$ cat src/rtl/zeroriscy_vrf_wb_sequencer.sv
// Vector register file write-back sequencer.
// Arbitrates the ALU and LSU (round-robin) for the single lane-wide write
// port, latches one whole-vector write and issues it one lane per cycle.
// It also flags read-after-write hazards against the in-flight destination.
// Optional feature macro: ZERORISCY_VRF_WB_SKIP_MASKED_EN. When it is defined,
// lanes whose mask bit is 0 take no beat.
module zeroriscy_vrf_wb_sequencer #(
  parameter int NUM_LANES  = 4,
  parameter int DATA_WIDTH = 32,
  parameter int ADDR_WIDTH = 4
) (
  input  logic                            clk,
  input  logic                            rst,
  input  logic                            alu_req_i,
  output logic                            alu_gnt_o,
  input  logic [ADDR_WIDTH-1:0]           alu_waddr_i,
  input  logic [NUM_LANES*DATA_WIDTH-1:0] alu_wdata_i,
  input  logic [NUM_LANES-1:0]            alu_mask_i,
  input  logic                            lsu_req_i,
  output logic                            lsu_gnt_o,
  input  logic [ADDR_WIDTH-1:0]           lsu_waddr_i,
  input  logic [NUM_LANES*DATA_WIDTH-1:0] lsu_wdata_i,
  input  logic [NUM_LANES-1:0]            lsu_mask_i,
  output logic                            vrf_we_o,
  output logic [ADDR_WIDTH-1:0]           vrf_waddr_o,
  output logic [$clog2(NUM_LANES)-1:0]    vrf_wlane_o,
  output logic [DATA_WIDTH-1:0]           vrf_wdata_o,
  input  logic [ADDR_WIDTH-1:0]           rd_addr_a_i,
  input  logic [ADDR_WIDTH-1:0]           rd_addr_b_i,
  output logic                            hazard_a_o,
  output logic                            hazard_b_o,
  output logic                            busy_o,
  output logic                            done_o,
  output logic                            done_src_o
);

  localparam int LANE_W = $clog2(NUM_LANES);

  typedef enum logic [0:0] {
    ST_IDLE  = 1'b0,
    ST_WRITE = 1'b1
  } state_e;

  state_e                          state_r, state_nxt_s;
  logic [LANE_W-1:0]               lane_r, lane_nxt_s;
  logic [ADDR_WIDTH-1:0]           addr_r, addr_nxt_s;
  logic [NUM_LANES*DATA_WIDTH-1:0] data_r, data_nxt_s;
  logic [NUM_LANES-1:0]            mask_r, mask_nxt_s;
  logic                            src_r, src_nxt_s;
  logic                            last_lsu_r, last_lsu_nxt_s;

  logic                            alu_gnt_s, lsu_gnt_s;
  logic                            accept_s, final_s, grant_ok_s;
  logic [ADDR_WIDTH-1:0]           new_addr_s;
  logic [NUM_LANES*DATA_WIDTH-1:0] new_data_s;
  logic [NUM_LANES-1:0]            new_mask_s;

`ifdef ZERORISCY_VRF_WB_SKIP_MASKED_EN
  logic [LANE_W:0]                 first_lane_s, next_lane_s;

  // Lowest set mask bit at index >= from; the MSB of the result flags "found".
  function automatic logic [LANE_W:0] find_lane(input logic [NUM_LANES-1:0] m, input int from);
    logic [LANE_W:0] r;
    r = '0;
    for (int i = NUM_LANES - 1; i >= 0; i--) begin
      if (m[i] && (i >= from)) begin
        r = {1'b1, LANE_W'(i)};
      end else begin
        r = r;
      end
    end
    return r;
  endfunction

  assign first_lane_s = find_lane(new_mask_s, 0);
  assign next_lane_s  = find_lane(mask_r, int'(lane_r) + 1);
`endif

  // Final-beat detection: the write ends on its last lane to be issued.
  always_comb begin
    final_s = 1'b0;
    if (state_r == ST_WRITE) begin
`ifdef ZERORISCY_VRF_WB_SKIP_MASKED_EN
      final_s = ~next_lane_s[LANE_W];
`else
      final_s = (lane_r == LANE_W'(NUM_LANES - 1));
`endif
    end else begin
      final_s = 1'b0;
    end
  end

  assign grant_ok_s = (state_r == ST_IDLE) | final_s;

  // Round-robin arbitration; a tie goes to the requester not granted last.
  always_comb begin
    alu_gnt_s = 1'b0;
    lsu_gnt_s = 1'b0;
    if (grant_ok_s) begin
      if (alu_req_i && lsu_req_i) begin
        alu_gnt_s = last_lsu_r;
        lsu_gnt_s = ~last_lsu_r;
      end else begin
        alu_gnt_s = alu_req_i;
        lsu_gnt_s = lsu_req_i;
      end
    end else begin
      alu_gnt_s = 1'b0;
      lsu_gnt_s = 1'b0;
    end
  end

  assign accept_s   = alu_gnt_s | lsu_gnt_s;
  assign new_addr_s = lsu_gnt_s ? lsu_waddr_i : alu_waddr_i;
  assign new_data_s = lsu_gnt_s ? lsu_wdata_i : alu_wdata_i;
  assign new_mask_s = lsu_gnt_s ? lsu_mask_i  : alu_mask_i;
  assign alu_gnt_o  = alu_gnt_s;
  assign lsu_gnt_o  = lsu_gnt_s;

  // Next-state: an accept (re)loads the write, else advance or finish.
  always_comb begin
    state_nxt_s    = state_r;
    lane_nxt_s     = lane_r;
    addr_nxt_s     = addr_r;
    data_nxt_s     = data_r;
    mask_nxt_s     = mask_r;
    src_nxt_s      = src_r;
    last_lsu_nxt_s = last_lsu_r;
    if (accept_s) begin
      state_nxt_s    = ST_WRITE;
      addr_nxt_s     = new_addr_s;
      data_nxt_s     = new_data_s;
      mask_nxt_s     = new_mask_s;
      src_nxt_s      = lsu_gnt_s;
      last_lsu_nxt_s = lsu_gnt_s;
`ifdef ZERORISCY_VRF_WB_SKIP_MASKED_EN
      lane_nxt_s     = first_lane_s[LANE_W-1:0];
`else
      lane_nxt_s     = '0;
`endif
    end else if (final_s) begin
      state_nxt_s = ST_IDLE;
      lane_nxt_s  = '0;
    end else if (state_r == ST_WRITE) begin
`ifdef ZERORISCY_VRF_WB_SKIP_MASKED_EN
      lane_nxt_s = next_lane_s[LANE_W-1:0];
`else
      lane_nxt_s = lane_r + LANE_W'(1);
`endif
    end else begin
      lane_nxt_s = lane_r;
    end
  end

  // State and operand registers with synchronous reset.
  always_ff @(posedge clk) begin
    if (rst) begin
      state_r    <= ST_IDLE;
      lane_r     <= '0;
      addr_r     <= '0;
      data_r     <= '0;
      mask_r     <= '0;
      src_r      <= 1'b0;
      last_lsu_r <= 1'b1;
    end else begin
      state_r    <= state_nxt_s;
      lane_r     <= lane_nxt_s;
      addr_r     <= addr_nxt_s;
      data_r     <= data_nxt_s;
      mask_r     <= mask_nxt_s;
      src_r      <= src_nxt_s;
      last_lsu_r <= last_lsu_nxt_s;
    end
  end

  // Write-port and status outputs, driven from registers and forced to 0 in IDLE.
  always_comb begin
    vrf_we_o    = 1'b0;
    vrf_waddr_o = '0;
    vrf_wlane_o = '0;
    vrf_wdata_o = '0;
    busy_o      = 1'b0;
    done_o      = 1'b0;
    done_src_o  = 1'b0;
    if (state_r == ST_WRITE) begin
      vrf_we_o    = mask_r[lane_r];
      vrf_waddr_o = addr_r;
      vrf_wlane_o = lane_r;
      vrf_wdata_o = data_r[int'(lane_r)*DATA_WIDTH +: DATA_WIDTH];
      busy_o      = 1'b1;
      done_o      = final_s;
      done_src_o  = final_s & src_r;
    end else begin
      busy_o = 1'b0;
    end
  end

  assign hazard_a_o = busy_o & (rd_addr_a_i == addr_r);
  assign hazard_b_o = busy_o & (rd_addr_b_i == addr_r);

endmodule

$ cat config.mk
export PLATFORM = sky130hd
export DESIGN_NAME = zeroriscy_vrf_wb_sequencer
export DESIGN_NICKNAME = d
export VERILOG_FILES = /design/src/rtl/zeroriscy_vrf_wb_sequencer.sv
export SDC_FILE = /design/constraint.sdc
export NUM_CORES = 1
export LEC_CHECK = 0
export CORE_MARGIN = 5
export CORE_UTILIZATION = 40
export CTS_CLUSTER_DIAMETER = 150
export DETAILED_ROUTE_END_ITERATION = 10
export GPL_ROUTABILITY_DRIVEN = 0
export PLACE_DENSITY = 0.74
export SYNTH_ARGS = -nofsm -noshare
export SYNTH_HDL_FRONTEND = slang
export SYNTH_SLANG_ARGS = --single-unit
export TNS_END_PERCENT = 5
$ cat constraint.sdc
create_clock -name clk -period 1.97 [get_ports clk]
set_input_delay 0.2955 -clock clk [delete_from_list [all_inputs] [get_ports clk]]
set_output_delay 0.2955 -clock clk [all_outputs]
set_load 0.005 [all_outputs]
; Yosys cells after proc, flatten, opt, wreduce, memory -nomap -nowiden
; Index checks and enable logic that the tools add are counted.
[word_totals]
ff_bits = 141
input_bits = 284
output_inout_bits = 46
word_cells = 42
[classes]
add_sub_neg = 1
magnitude_cmp = 1
n_eq_ne = 3
shift = 1
muxes = 19
n_bitwise = 7
reduce_logical = 3
[ops]
columns = op, n
row1 = 128-bit two-way mux, 1
row2 = 128-bit by 8-bit variable part select with 32-bit output, 1
row3 = 32-bit two-way mux, 1
row4 = 1-bit two-way mux, 12
row5 = 4-bit two-way mux, 3
row6 = 4-bit == test, 2
row7 = 1-bit bitwise AND, 3
row8 = "2-bit by 3-bit less-than comparator with 1-bit output, second input constant", 1
row9 = 3-bit OR reduction, 1
row10 = "2-bit by 1-bit adder with 2-bit output, second input constant", 1
row11 = 1-bit binary-select mux with 2-bit select, 1
row12 = "2-bit == test, second input constant", 1
row13 = 2-bit two-way mux, 1
row14 = 1-bit inverter, 2
row15 = 1-bit bitwise OR, 2
row16 = 2-bit nonzero test, 1
row17 = 1-bit logical AND, 1

; Longest topological paths before layout
[depth]
word_depth = 6
ltp_mapped = 7
depth_no_buf = 4

; Worst setup path after synthesis
; OpenSTA, ideal clock, no wires.
[synth_path]
kind = reg-to-output
from = register lane_r[0]
to = output vrf_wdata_o[10]
t_arrival_ps = 1427
required_ps = 1674
setup_slack_ps = 248
path_stages_with_launch = 5
n_path_buf = 2
path_cell_list = dfxtp_1 > buf_2 > buf_4 > mux4_2 > and2_1
[synth_between]
elab_chain_cells = 2
[synth_rtl]
columns = element, line
row1 = from (decl), 45  ; logic [LANE_W-1:0] lane_r, lane_nxt_s;
row2 = from (signal assigned), 167  ; lane_r <= lane_nxt_s;
row3 = 128-bit by 8-bit variable part select with 32-bit output, 189  ; vrf_wdata_o = data_r[int'(lane_r)*DATA_WIDTH +: DATA_WIDTH];
row4 = 32-bit two-way mux, 185  ; if (state_r == ST_WRITE) begin
row5 = to (decl), 27  ; output logic [DATA_WIDTH-1:0] vrf_wdata_o,
; No other way between the ends.

; Worst setup path in the final report
[layout_path]
from = register lane_r[0]
to = output vrf_wdata_o[24]
; Same word-level chain as after synthesis.

==> impl_metrics.py <==
metrics = {
    "place": {
        "place_area_sq_um": 12200,
        "hpwl_um": 25500,
        "io_buffers": 329,
    },
    "min_path": {
        "hold_path.class": "in -> reg",
        "worstHoldStart": "lsu_req_i",
        "hold_end": "data_r[86]",
        "min_path_cells": 3,
    },
    "critical_path": {
        "timing.rr.end": "data_r[31]",
        "required_ns": 1.67,
        "reg2reg_from": "lane_r[0]",
        "startpoint_type": "flip-flop",
        "cp_max_fo": 8,
        "crit_type": "reg -> out",
        "arrival_ns": 1.94,
        "ff2ff_setup_slack_ns": -0.21,
        "crit_path_end_kind": "primary output",
        "worst-r2r-cell-count": 8,
    },
    "global_routing": {
        "grt_max_degree": 142,
        "grt_first_pass_wirelength_um": 55400,
        "grt_pass1_vias": 9201,
        "grt_usage_pct": 28.6,
        "overflow": 0,
        "antenna_found_initial": 1,
    },
    "timing": {
        "finalSetupViolCount": 151,
        "drv_slew": 0,
        "fin_crit_ns": 2.24,
        "worstMarginPinSlew_ns": 0.686,
        "relSlewSlack_pct": 54.3,
        "hold_viol": 0,
        "whs_ns": 0.334,
        "clock.fmax_mhz": 447,
        "fin_crit_sh_pct": 114,
        "clock_skew_ns": 0.00734,
        "rsz0062_at_grt": "yes",
        "fin_ws_ns": -0.270,
        "setup_tns_ns": -16.36,
    },
    "logic_synthesis": {
        "synth_ff_type": "dfxtp_1",
        "syn_inst": 963,
        "syn_nets": 1248,
        "synth_edf_count": 0,
        "ys_seq_area_share_pct": 32.5,
        "ys_warn_count": 0,
        "syn_area_per_cell_sq_um": 9.02,
        "netlist_area_sq_um": 8680,
        "ys_async_sr_fraction_pct": 0,
        "ys_seq_elements": 141,
        "synth_cell_type_count": 29,
    },
    "cells_and_area": {
        "syn_to_final_growth_pct": 50.8,
        "drive_gt1_share_pct": 17.6,
        "final_nets": 1503,
        "utilization_pct": 60.6,
        "final_cell_area_sq_um": 13100,
        "layout_common_cells": "287 x clkdlybuf4s50_1, 139 x a21oi_1, 138 x dfxtp_1",
        "final_common_cell": "clkdlybuf4s50_1",
        "fillers": 1819,
        "regArea_sq_um": 2830,
        "multiInputGateArea_sq_um": 5080,
    },
    "run_status": {
        "violations": "negative setup slack",
        "outcome": "complete, but fails checks",
    },
    "floorplan": {
        "core-area_sq_um": 21600,
        "die_h_um": 157,
        "start_util_pct": 40.2,
        "ioPinCount": 330,
        "die_x_um": 157,
        "die_area_sq_um": 24800,
        "rows": 54,
    },
    "clocking": {
        "cts_tree": "built",
        "cts_root_buf": "clkbuf_16",
        "insertion_delay_ns": 0.42,
        "cts_sinks": 141,
        "clkTransAtPathRegs_ns": 0.06,
        "clk_path_buf_depth": 2,
        "cts_buffers": 17,
        "htreeDepth": 4,
    },
    "routing": {
        "avgViaCountPerCell": 6.59,
        "drt-total-wl_um": 37500,
        "first_pass_iters": 6,
        "route.detailed.drc": 0,
        "drtIter0Drc": 1391,
        "antenna_left": 0,
        "wl_per_cell_um": 24.8,
        "vias": 9952,
    },
    "power": {
        "p_leak_nw": 4.53,
        "ir_drop_uv": 422,
        "power_w": 0.00946,
        "p_per_area_nw_per_um2": 722,
    },
    "flow_run": {
        "max_cap_violations": 0,
    },
}
-- synthesized netlist by cell type, types with 2 or more instances --
master / number / area share [%]
inv_1: 4 / 0.17
a311oi_1: 136 / 14
nand2_1: 3 / 0.13
mux4_2: 33 / 8.6
buf_2: 74 / 4.3
nor3_1: 5 / 0.29
xnor2_1: 6 / 0.61
nand4_1: 136 / 9.8
a21oi_1: 139 / 8.0
nand3_1: 3 / 0.17
dfxtp_1: 141 / 33
xor2_1: 2 / 0.20
o31ai_1: 136 / 12
clkbuf_1: 62 / 2.7
and2_1: 41 / 3.0
buf_1: 2 / 0.086
buf_4: 14 / 1.2
buf_6: 15 / 1.9
-- where the power goes --
part / internal, W / switching, W
Sequential: 0.00312 / 0.000261
Combinational: 0.00130 / 0.00113
Clock: 0.00239 / 0.00127
Total: 0.00681 / 0.00265
-- area by class of cell --
cell class | count | share of cell area (%)
inverter | 4 | 0.162
sequential | 141 | 21.6
tap | 280 | 2.67
antenna | 2 | 0.0382
clock inverter | 11 | 1.65
timing repair buffer | 403 | 31.7
clock buffer | 18 | 3.35
multi-input combinational | 651 | 38.8
-- per-stage QoR --
stage	setup slack, ns	cells
finish	-0.270	1510
global route	-0.325	1509
CTS	-0.284	1505
detailed placement	-0.0984	1458
global placement	-0.0650	1458
floorplan	0.248	963
-- what timing repair did --
item | 4_1_cts | 5_1_grt
hold buffers | 0 | 0
setup endpoints to repair | 73 | 181
gates cloned | 1 | 1
setup buffers | 17 | 3
pin swaps | 12 | 15
hold endpoints to repair | 0 | 0
resized for setup | 145 | 55
-- worst max-delay path, stage by stage, from the launching register on --
cell and delay, ns:
dfxtp_4 0.40, buf_12 0.12, buf_12 0.13, buf_4 0.12, mux4_2 0.49, and2_4 0.15
buf_2 0.13
-- routing by layer --
metal	up-vias	global-route usage, %	part of all wire, %
met5	-	0	0
met4	0	8.44	2.6
met3	63	6.65	11
met2	629	42.2	44
met1	4770	41.8	42
li1	4490	-	-
-- state kept, by name, indices dropped and copies added (netlist names) --
signal      count
state_r         1
mask_r          4
addr_r          4
lane_r          2
data_r        128
last_lsu_r      1
src_r           1
-- worst max-delay path by stage --
stage                    from              end  slack, ns  cells after the start
global route        lane_r[0]  vrf_wdata_o[24]      -0.33                      6
floorplan           lane_r[0]  vrf_wdata_o[10]       0.25                      4
finish              lane_r[0]  vrf_wdata_o[24]      -0.27                      6
detailed placement  lane_r[0]   vrf_wdata_o[1]       -0.1                      4
global placement    lane_r[0]   vrf_wdata_o[1]      -0.06                      4
CTS                 lane_r[0]   vrf_wdata_o[5]      -0.28                      6
-- cell families (layout without fill, tap and decap cells) --
group / after synthesis / count (layout) / share of synthesized area, %
compound gates: 414 / 414 / 33.7
xor+xnor: 8 / 8 / 0.807
fa+ha+maj: 1 / 1 / 0.144
buf+inv: 171 / 436 / 10.4
flops: 141 / 141 / 32.5
mux: 34 / 34 / 8.67
other cells: 0 / 2 / 0
simple gates: 194 / 194 / 13.8
Power figures use the tool's default switching activity.
